`config.mk`:
```
export PLATFORM = sky130hd
export DESIGN_NAME = xrv_div
export DESIGN_NICKNAME = d
export VERILOG_FILES = /design/src/rtl/xrv_pkg.sv /design/src/rtl/xrv_div.sv
export SDC_FILE = /design/constraint.sdc
export NUM_CORES = 1
export LEC_CHECK = 0
export CAP_MARGIN = 20
export CORE_AREA = 2 2 97 192
export DETAILED_ROUTE_END_ITERATION = 6
export DIE_AREA = 0 0 99 194
export GPL_ROUTABILITY_DRIVEN = 1
export GPL_TIMING_DRIVEN = 0
export PLACE_DENSITY = 0.79
export SETUP_SLACK_MARGIN = 0.15
export SLEW_MARGIN = 40
export SYNTH_ARGS = -nofsm -noshare
export SYNTH_HDL_FRONTEND = slang
export SYNTH_SLANG_ARGS = --single-unit
export TNS_END_PERCENT = 1
```
`constraint.sdc`:
```
create_clock -name clk -period 5 [get_ports clk]
set_input_delay 0.5 -clock clk [delete_from_list [all_inputs] [get_ports clk]]
set_output_delay 0.5 -clock clk [all_outputs]
set_load 0.02 [all_outputs]
```
`src/rtl/xrv_pkg.sv`:
```
// ---------------------------------------------------------------------------
// xrv_pkg
// Shared encodings for the XRV M-extension arithmetic blocks.
//   - Divider operation types (funct3[1:0]): DIV, DIVU, REM, REMU
//   - Multiplier operation types (funct3[1:0]): MUL, MULH, MULHSU, MULHU
//   - Divider FSM state constants
//   - Small helpers for decoding the divider operation type
// No ports; imported by the datapath blocks.
// ---------------------------------------------------------------------------
package xrv_pkg;

  // Divider operation types, taken straight from funct3[1:0]
  localparam logic [1:0] DIV  = 2'b00;
  localparam logic [1:0] DIVU = 2'b01;
  localparam logic [1:0] REM  = 2'b10;
  localparam logic [1:0] REMU = 2'b11;

  // Multiplier operation types, taken straight from funct3[1:0]
  localparam logic [1:0] MUL    = 2'b00;
  localparam logic [1:0] MULH   = 2'b01;
  localparam logic [1:0] MULHSU = 2'b10;
  localparam logic [1:0] MULHU  = 2'b11;

  // Divider FSM states
  localparam logic [1:0] ST_IDLE = 2'b00;
  localparam logic [1:0] ST_CALC = 2'b01;
  localparam logic [1:0] ST_SIGN = 2'b10;

  // Most negative 32-bit value and all-ones, used by the special cases
  localparam logic [31:0] INT_MIN  = 32'h8000_0000;
  localparam logic [31:0] ALL_ONES = 32'hFFFF_FFFF;

  // Bit 0 of the divider type is clear for the signed flavours
  function automatic logic div_is_signed(input logic [1:0] t);
    return ~t[0];
  endfunction

  // Bit 1 of the divider type selects remainder over quotient
  function automatic logic div_is_rem(input logic [1:0] t);
    return t[1];
  endfunction

endpackage

```
`src/rtl/xrv_div.sv`:
```
// ---------------------------------------------------------------------------
// xrv_div
// Iterative 32-bit RISC-V divider (DIV/DIVU/REM/REMU), restoring algorithm,
// one quotient bit per cycle.
//
// Ports:
//   clk          in   1   clock, rising edge
//   rstb         in   1   asynchronous active-low reset
//   a            in   32  dividend (rs1)
//   b            in   32  divisor (rs2)
//   div_type     in   2   funct3[1:0]: 00 DIV, 01 DIVU, 10 REM, 11 REMU
//   valid        in   1   start request; a, b, div_type sampled with it
//   busy         out  1   high while an operation is in progress
//   result       out  32  quotient or remainder per div_type
//   result_valid out  1   single-cycle pulse when result is new
//
// Divide-by-zero and signed overflow complete on the sampling edge without
// leaving IDLE. Everything else takes IDLE -> 32 x CALC -> SIGN -> IDLE,
// with result_valid visible after the 34th edge.
// ---------------------------------------------------------------------------
module xrv_div
  import xrv_pkg::*;
(
  input  logic        clk,
  input  logic        rstb,
  input  logic [31:0] a,
  input  logic [31:0] b,
  input  logic [1:0]  div_type,
  input  logic        valid,
  output logic        busy,
  output logic [31:0] result,
  output logic        result_valid
);

  logic [1:0]  state;
  logic [4:0]  count;

  // Datapath: dividend register doubles as the quotient shift register
  logic [31:0] dividend;
  logic [31:0] divisor;
  logic [31:0] prem;
  logic        q_neg;
  logic        r_neg;
  logic [1:0]  op_type;

  // Decode of the incoming request, only meaningful while in IDLE
  logic        in_signed;
  logic        in_rem;
  logic        div_zero;
  logic        overflow;

  assign in_signed = div_is_signed(div_type);
  assign in_rem    = div_is_rem(div_type);
  assign div_zero  = (b == 32'd0);
  assign overflow  = in_signed && (a == INT_MIN) && (b == ALL_ONES);

  // One restoring step: the partial remainder shifted left with the next
  // dividend bit appended is 33 bits wide, and the single subtractor's
  // borrow (bit 32) says whether the divisor fits.
  logic [32:0] shifted;
  logic [32:0] diff;
  logic        fits;

  assign shifted = {1'b0, prem, dividend[31]};
  assign diff    = shifted - {1'b0, divisor};
  assign fits    = ~diff[32];

  // Final sign fix-up: pick quotient or remainder, then negate when the
  // applicable sign is set for a signed operation.
  logic [31:0] raw_out;
  logic        do_negate;
  logic [31:0] fixed_out;

  assign raw_out   = div_is_rem(op_type) ? prem : dividend;
  assign do_negate = div_is_signed(op_type) && (div_is_rem(op_type) ? r_neg : q_neg);
  assign fixed_out = do_negate ? (~raw_out + 32'd1) : raw_out;

  assign busy = (state != ST_IDLE);

  // Control and output registers. result_valid defaults low every cycle so
  // it can only ever be a one-cycle pulse; valid outside IDLE is ignored.
  always_ff @(posedge clk or negedge rstb) begin
    if (!rstb) begin
      state        <= ST_IDLE;
      count        <= 5'd0;
      result       <= 32'd0;
      result_valid <= 1'b0;
    end else begin
      result_valid <= 1'b0;
      case (state)
        ST_IDLE: begin
          if (valid) begin
            if (div_zero) begin
              result       <= in_rem ? a : ALL_ONES;
              result_valid <= 1'b1;
            end else if (overflow) begin
              result       <= in_rem ? 32'd0 : INT_MIN;
              result_valid <= 1'b1;
            end else begin
              count <= 5'd31;
              state <= ST_CALC;
            end
          end
        end
        ST_CALC: begin
          count <= count - 5'd1;
          if (count == 5'd0) begin
            state <= ST_SIGN;
          end
        end
        ST_SIGN: begin
          result       <= fixed_out;
          result_valid <= 1'b1;
          state        <= ST_IDLE;
        end
        default: begin
          state <= ST_IDLE;
        end
      endcase
    end
  end

  // Datapath registers carry no reset: they are always reloaded on an
  // accepted request before anything reaches the outputs. Loading them on
  // a special-case request is harmless since the FSM stays in IDLE.
  always_ff @(posedge clk) begin
    case (state)
      ST_IDLE: begin
        if (valid) begin
          dividend <= (in_signed && a[31]) ? (~a + 32'd1) : a;
          divisor  <= (in_signed && b[31]) ? (~b + 32'd1) : b;
          q_neg    <= a[31] ^ b[31];
          r_neg    <= a[31];
          op_type  <= div_type;
          prem     <= 32'd0;
        end
      end
      ST_CALC: begin
        prem     <= fits ? diff[31:0] : shifted[31:0];
        dividend <= {dividend[30:0], fits};
      end
      default: begin
      end
    endcase
  end

endmodule

```
==> reports/metrics.cfg, run 1 <==
[placed_design]
post-place-ws_ns = -0.433
dp_cells = 1474
dp_hpwl_um = 27000
gp_congestion = 1.06
io_buffers = 102

[clock_tree]
cts_tree = built
clk_pin_slew_ns = 0.06
cts_max_level = 4
clock_sinks = 140
root_buffer = clkbuf_16
clock_insertion_delay_worst_skew_ns = 0.44
numCtsBuffers = 17
post_cts_buffers = 0
clk_path_buf_depth = 2

[setup_path]
end_kind = flip-flop
cp_max_fo = 10
crit_path_start_kind = flip-flop
arrival_ns = 5.00
path_class = flip-flop to flip-flop
worstPathRequired_ns = 5.27

[timing]
finalHoldViolations = 0
fin_crit_sh = 0.946
setup_ws_ns = 0.270
tightestPinTransition_ns = 0.843
maxSlewHeadroom = 0.438
setup_tns_ns = 0
fmax_mhz = 211
rsz0062_at_grt = false
setup_viol = 0
drv_slew = 0
finClkSkew_ns = 0.0138
period_needed_ns = 4.73

[die]
ios = 103
fp.coreArea_mm2 = 0.0177
die_y_um = 194
die-width_um = 99
start_util = 0.582
rows = 69
dieArea_mm2 = 0.0192

[routing]
detail-route-antenna-nets = 0
drt-vias-per-instance = 6.39
vias = 9623
drt_iter0_drc = 700
routed_wl_um = 34300
wire_per_inst_um = 22.8
drc = 0
drtPass1Iterations = 7

[logic_synthesis]
synth_fa_ha_area_frac = 0.0481
synth_flop_cell = edfxtp_1
yosysWarnings = 0
synth_top_area_frac = 0.291
syn-num-nets = 1262
synthArstFlopShare = 0.286
yosys-top-cells-count = a21oi_1, nor2_1, edfxtp_1
synth.largest_area_cell = edfxtp_1
synth_top_family_by_area = simple AND/OR/NAND/NOR gates
yosysMostFrequentCell = a21oi_1
syn_area_mm2 = 0.0103
ys_seq_area_frac = 0.388
synthMuxAreaShare = 0.0555
synth_xor_area_frac = 0.102
synth_compound_area_frac = 0.173
synth_edf_count = 100
ys_ff_latch = 140
synth.distinct_cells = 65
synth_area_per_cell_um2 = 8.93
synth_simple_gate_area_frac = 0.189
synth_area_leaders = edfxtp_1, dfrtp_1, xnor2_1
syn_inst = 1154

[layout]
insertedDiodeCount = 0
fill_cells = 1391
syn2layout_area_growth_pct = 20.1
drive_above_1_share = 0.0519
nets = 1387
finalNonFillerCells = 1505

[min_path]
hold_path.class = input port to asynchronous set/reset pin

[pwr]
ir_worst_vdd_uv = 320
report.power.total_mw = 7.07
leakage_nw = 4.98
power_density_mw_per_mm2 = 571

[global_route]
grt_pass1_wl_um = 52200
grt_overflow_total = 0
antenna_found_initial = 0
grt_max_degree = 41
grt_use_total = 0.356
first_global_vias = 9894

[status]
status = finished clean

[run]
max-cap-violations = 0

[stage by stage]
stage               instance area (µm²)  utilization  hold WS [ns]
finish                            12400        0.699        0.0327
global route                      12400        0.699        0.0838
CTS                               12400        0.698        0.0491
detailed placement                11700        0.662         0.473
global placement                  11600        0.655         0.466
floorplan                         10300            -         0.204
[worst max-delay path: stages (launching register included)]
cell and delay, ns:
edfxtp_1 0.45, inv_1 0.09, ha_1 0.18, fa_1 0.21
nand2b_1 0.15, a21oi_1 0.12, o41a_1 0.46, a31oi_1 0.62
a21oi_1 0.33, a21oi_1 0.34, xor2_1 0.26, clkbuf_1 0.51
clkbuf_1 0.55, nand2_1 0.11, a21oi_1 0.19
[logic make-up (layout without fill, tap and decap cells)]
kind of cell / after synthesis / count (layout)
buffers and inverters: 115 / 253
AOI/OAI and AO/OA: 293 / 293
adders and majority gates: 39 / 39
muxes: 57 / 57
xor gates and xnor gates: 120 / 120
DFF: 140 / 140
and+or+nand+nor: 390 / 390
[state kept, by name (all words and copies together), names as in the netlist, 2 cells and up]
register and count:
op_type 2, dividend 32, count 5, prem 32
result 32, divisor 32, state 2
[cells in the final DEF (no fill, tap or decap), types with 13 or more instances in the layout]
| cell type | Yosys | final |
|---|---|---|
| nand2_1 | 97 | 97 |
| o31ai_1 | 14 | 14 |
| edfxtp_1 | 100 | 100 |
| a21oi_1 | 110 | 110 |
| clkbuf_16 | 0 | 17 |
| xor2_1 | 51 | 51 |
| clkbuf_1 | 49 | 49 |
| nand2b_1 | 34 | 34 |
| nand4_1 | 16 | 16 |
| nor4_1 | 15 | 13 |
| nor2_1 | 103 | 101 |
| xnor2_1 | 69 | 69 |
| inv_1 | 57 | 57 |
| clkdlybuf4s50_1 | 0 | 101 |
| mux2i_1 | 56 | 56 |
| o21ai_0 | 85 | 85 |
| nand3_1 | 16 | 16 |
| ha_1 | 38 | 38 |
| nor3_1 | 38 | 37 |
| dfrtp_1 | 40 | 40 |
[layer usage]
layer | vias to the layer above | track usage | part of all wire
met4 | 0 | 0.304 | 0.10
met5 | - | 0 | 0
met1 | 4535 | 0.338 | 0.33
li1 | 4429 | - | -
met3 | 177 | 0.0559 | 0.055
met2 | 482 | 0.642 | 0.52
[what timing repair did]
item | in CTS | in global routing
cloned | 0 | 0
gates resized for setup | 2 | 1
hold endpoints to repair | 0 | 0
hold buffers | 0 | 0
setup endpoints to repair | 8 | 4
[cell type report]
| cell class | instances | area (µm²) | share of cell area |
|---|---|---|---|
| well taps | 213 | 267 | 0.0215 |
| clock buffers | 19 | 433 | 0.0350 |
| inverters | 57 | 214 | 0.0173 |
| flip-flops and latches | 140 | 4000 | 0.324 |
| repair buffers | 107 | 1110 | 0.0894 |
| plain buffers | 57 | 238 | 0.0192 |
| multi-input cells | 899 | 5890 | 0.476 |
| clock inverters | 13 | 221 | 0.0179 |
[where the power goes]
group          leakage, nW  internal, mW  switching (mW)
clock                0.310         0.931           0.517
combinational         3.12          1.35            2.05
sequential            1.54          1.80           0.419
[path summary, 6_finish.rpt]
path                                             start                endpoint  slack (ns)  cells past startpoint
worst max-delay path            dividend[31]$_DFFE_PP_   prem[0]$_SDFFCE_PN0P_        0.27                     14
worst min-delay path                              rstb  result[27]$_DFFE_PN0P_        0.03                      1
worst max register to register  dividend[31]$_DFFE_PP_   prem[0]$_SDFFCE_PN0P_        0.27                     14
worst min register to register   result[3]$_DFFE_PN0P_   result[3]$_DFFE_PN0P_        0.48                      2
max in group asynchronous                         rstb   result[3]$_DFFE_PN0P_        4.57                      1
min in group clk                 result[3]$_DFFE_PN0P_   result[3]$_DFFE_PN0P_        0.48                      2
Power figures use the tool's default switching activity.
==> run 2, diff against run 1 <==
- GPL_ROUTABILITY_DRIVEN: 1 -> 0
==> run 2 against run 1 <==
Compared with the run above: critical endpoint is now prem[28]$_SDFFCE_PN0P_; the flow now finishes with violations (design-rule violations); final cell count did not move; wire length is 6.9% lower; sequential cell count unchanged; count of clock-buffer cells in the layout rose by 6; sequential power decreased by 2%; die area did not move; clock skew decreased by 0.0077 ns.
==> reports/metrics.cfg, run 2 (synthesis gave the netlist of run 1 again) <==
[status]
status = complete, but fails checks  ; was finished clean
failed_checks = design-rule violations

[timing]
period_needed_ns = 4.63  ; was 4.73 ns
maxSlewHeadroom = 0.420  ; was 0.438
drv_slew = 0  ; unchanged
finClkSkew_ns = 0.00609  ; was 0.0138 ns
finalHoldViolations = 0  ; unchanged
setup_viol = 0  ; unchanged
setup_tns_ns = 0  ; unchanged
tightestPinTransition_ns = 0.863  ; was 0.843 ns
rsz0062_at_grt = false  ; unchanged
fin_crit_sh = 0.927  ; was 0.946
fmax_mhz = 216  ; was 211 MHz

[clock_tree]
cts_tree = built  ; unchanged
cts_max_level = 4  ; unchanged
numCtsBuffers = 17  ; unchanged
clk_path_buf_depth = 2  ; unchanged
clk_pin_slew_ns = 0.06  ; about the same
clock_sinks = 140  ; unchanged
clock_insertion_delay_worst_skew_ns = 0.43  ; was 0.44 ns
root_buffer = clkbuf_16  ; unchanged
postCtsResizedCells = 2  ; unchanged
post_cts_buffers = 0  ; unchanged
cts_hold_buf = 0  ; unchanged

[layout]
syn2layout_area_growth_pct = 19.8  ; was 20.1%
multiInputGateArea_mm2 = 0.00589  ; unchanged
layout_common_cells = a21oi_1, nor2_1, clkdlybuf4s50_1, edfxtp_1, nand2_1  ; unchanged
finalCoreUtilization = 0.697  ; was 0.699
drive_above_1_share = 0.0519  ; unchanged
ff_latch_area_mm2 = 0.00400  ; unchanged
insertedDiodeCount = 0  ; unchanged
fill_cells = 1360  ; was 1391
layout_commonest_cell = a21oi_1  ; unchanged
nets = 1387  ; unchanged
fin_area_mm2 = 0.0123  ; was 0.0124 mm²

[die]
ios = 103  ; unchanged
rows = 69  ; unchanged
dieArea_mm2 = 0.0192  ; unchanged
fp.coreArea_mm2 = 0.0177  ; unchanged
die_y_um = 194  ; unchanged
start_util = 0.582  ; unchanged
die-width_um = 99  ; unchanged

[pwr]
sequentialPowerShare = 0.322  ; was 0.314
ir_worst_vdd_uv = 318  ; was 320 µV
clockPowerShare = 0.184  ; was 0.205
report.power.total_mw = 6.77  ; was 7.07 mW
intPower_mw = 3.93  ; was 4.09 mW
swShare = 0.420  ; was 0.422
pwr-share-comb = 0.495  ; was 0.481
leakage_nw = 4.98  ; about the same
p_switching_mw = 2.85  ; was 2.98 mW
power_density_mw_per_mm2 = 549  ; was 571 mW/mm²

[routing]
vias = 9485  ; was 9623
drc = 2  ; was 0
drt-vias-per-instance = 6.30  ; was 6.39
drtPass1Iterations = 7  ; unchanged
routed_wl_um = 31900  ; was 34300 µm
detail-route-antenna-nets = 0  ; unchanged
drt_iter0_drc = 873  ; was 700
wire_per_inst_um = 21.2  ; was 22.8 µm

[placed_design]
place_area_mm2 = 0.0118  ; was 0.0117 mm²
io_buffers = 102  ; unchanged
dp_hpwl_um = 25200  ; was 27000 µm

[min_path]
hold_path.class = input port to asynchronous set/reset pin  ; unchanged

[run]
max-cap-violations = 0  ; unchanged

[setup_path]
cp_max_fo = 10  ; unchanged
path_class = flip-flop to flip-flop  ; unchanged
ff2ff_setup_slack_ns = 0.37  ; was 0.27 ns
arrival_ns = 4.87  ; was 5.00 ns
end_kind = flip-flop  ; unchanged
crit_path_start_kind = flip-flop  ; unchanged
worstPathRequired_ns = 5.24  ; was 5.27 ns

[global_route]
grt_max_degree = 41  ; unchanged
first_global_vias = 9517  ; was 9894
grt_overflow_total = 0  ; unchanged
antenna_found_initial = 0  ; unchanged
grt_pass1_wl_um = 49000  ; was 52200 µm
grt_use_total = 0.331  ; was 0.356

-- run 2: power by group through the flow --
stage / Clock (mW) / Sequential, mW / Combinational [mW]
global route: 1.29 / 2.22 / 3.67
global placement: 0 / 2.18 / 3.13
floorplan: 0 / 2.07 / 2.39
CTS: 1.24 / 2.16 / 3.29
detailed placement: 0 / 2.18 / 3.24
finish: 1.24 / 2.18 / 3.35
-- run 2: metal layers --
metal / vias to the layer above / share of wire / routed length [µm] / track usage
met4: 0 / 0.095 / 3020 / 0.282
li1: 4439 / - / - / -
met2: 438 / 0.51 / 16200 / 0.581
met1: 4440 / 0.34 / 11000 / 0.330
met5: - / 0 / 0 / 0
met3: 168 / 0.053 / 1680 / 0.0512
-- run 2: final cells by class --
type,instances,area share
multi-input cells,899,0.477
well taps,213,0.0216
inverters,57,0.0173
plain buffers,57,0.0191
repair buffers,107,0.0937
clock inverters,7,0.00487
flip-flops and latches,140,0.324
clock buffers,25,0.0419
-- run 2: path summary, 6_finish.rpt --
check                                  startpoint                endpoint  cells after the start
max                        dividend[31]$_DFFE_PP_  prem[28]$_SDFFCE_PN0P_                     14
min                                          rstb  result[23]$_DFFE_PN0P_                      1
max reg2reg                dividend[31]$_DFFE_PP_  prem[28]$_SDFFCE_PN0P_                     14
min reg2reg                 result[3]$_DFFE_PN0P_   result[3]$_DFFE_PN0P_                      2
max in group asynchronous                    rstb   result[3]$_DFFE_PN0P_                      1
min in group clk            result[3]$_DFFE_PN0P_   result[3]$_DFFE_PN0P_                      2
-- run 2: critical path, stage by stage, from the launching register on --
cell	delay (ns)
edfxtp_1	0.51
inv_1	0.11
ha_1	0.19
fa_1	0.22
nand2b_1	0.16
a21oi_1	0.11
o41a_1	0.47
a31oi_1	0.42
a21oi_1	0.21
a21oi_1	0.21
xor2_1	0.43
clkbuf_1	0.55
clkbuf_1	0.57
nand3_1	0.16
o31ai_1	0.12
-- run 2: per-stage QoR --
stage / setup slack (ns) / hold WS, ns / std cells
floorplan: 1.03 / 0.204 / 1154
global placement: -0.296 / 0.465 / 1469
detailed placement: -0.339 / 0.482 / 1474
CTS: 0.489 / 0.0580 / 1505
global route: 0.215 / 0.0732 / 1505
finish: 0.366 / 0.0350 / 1505
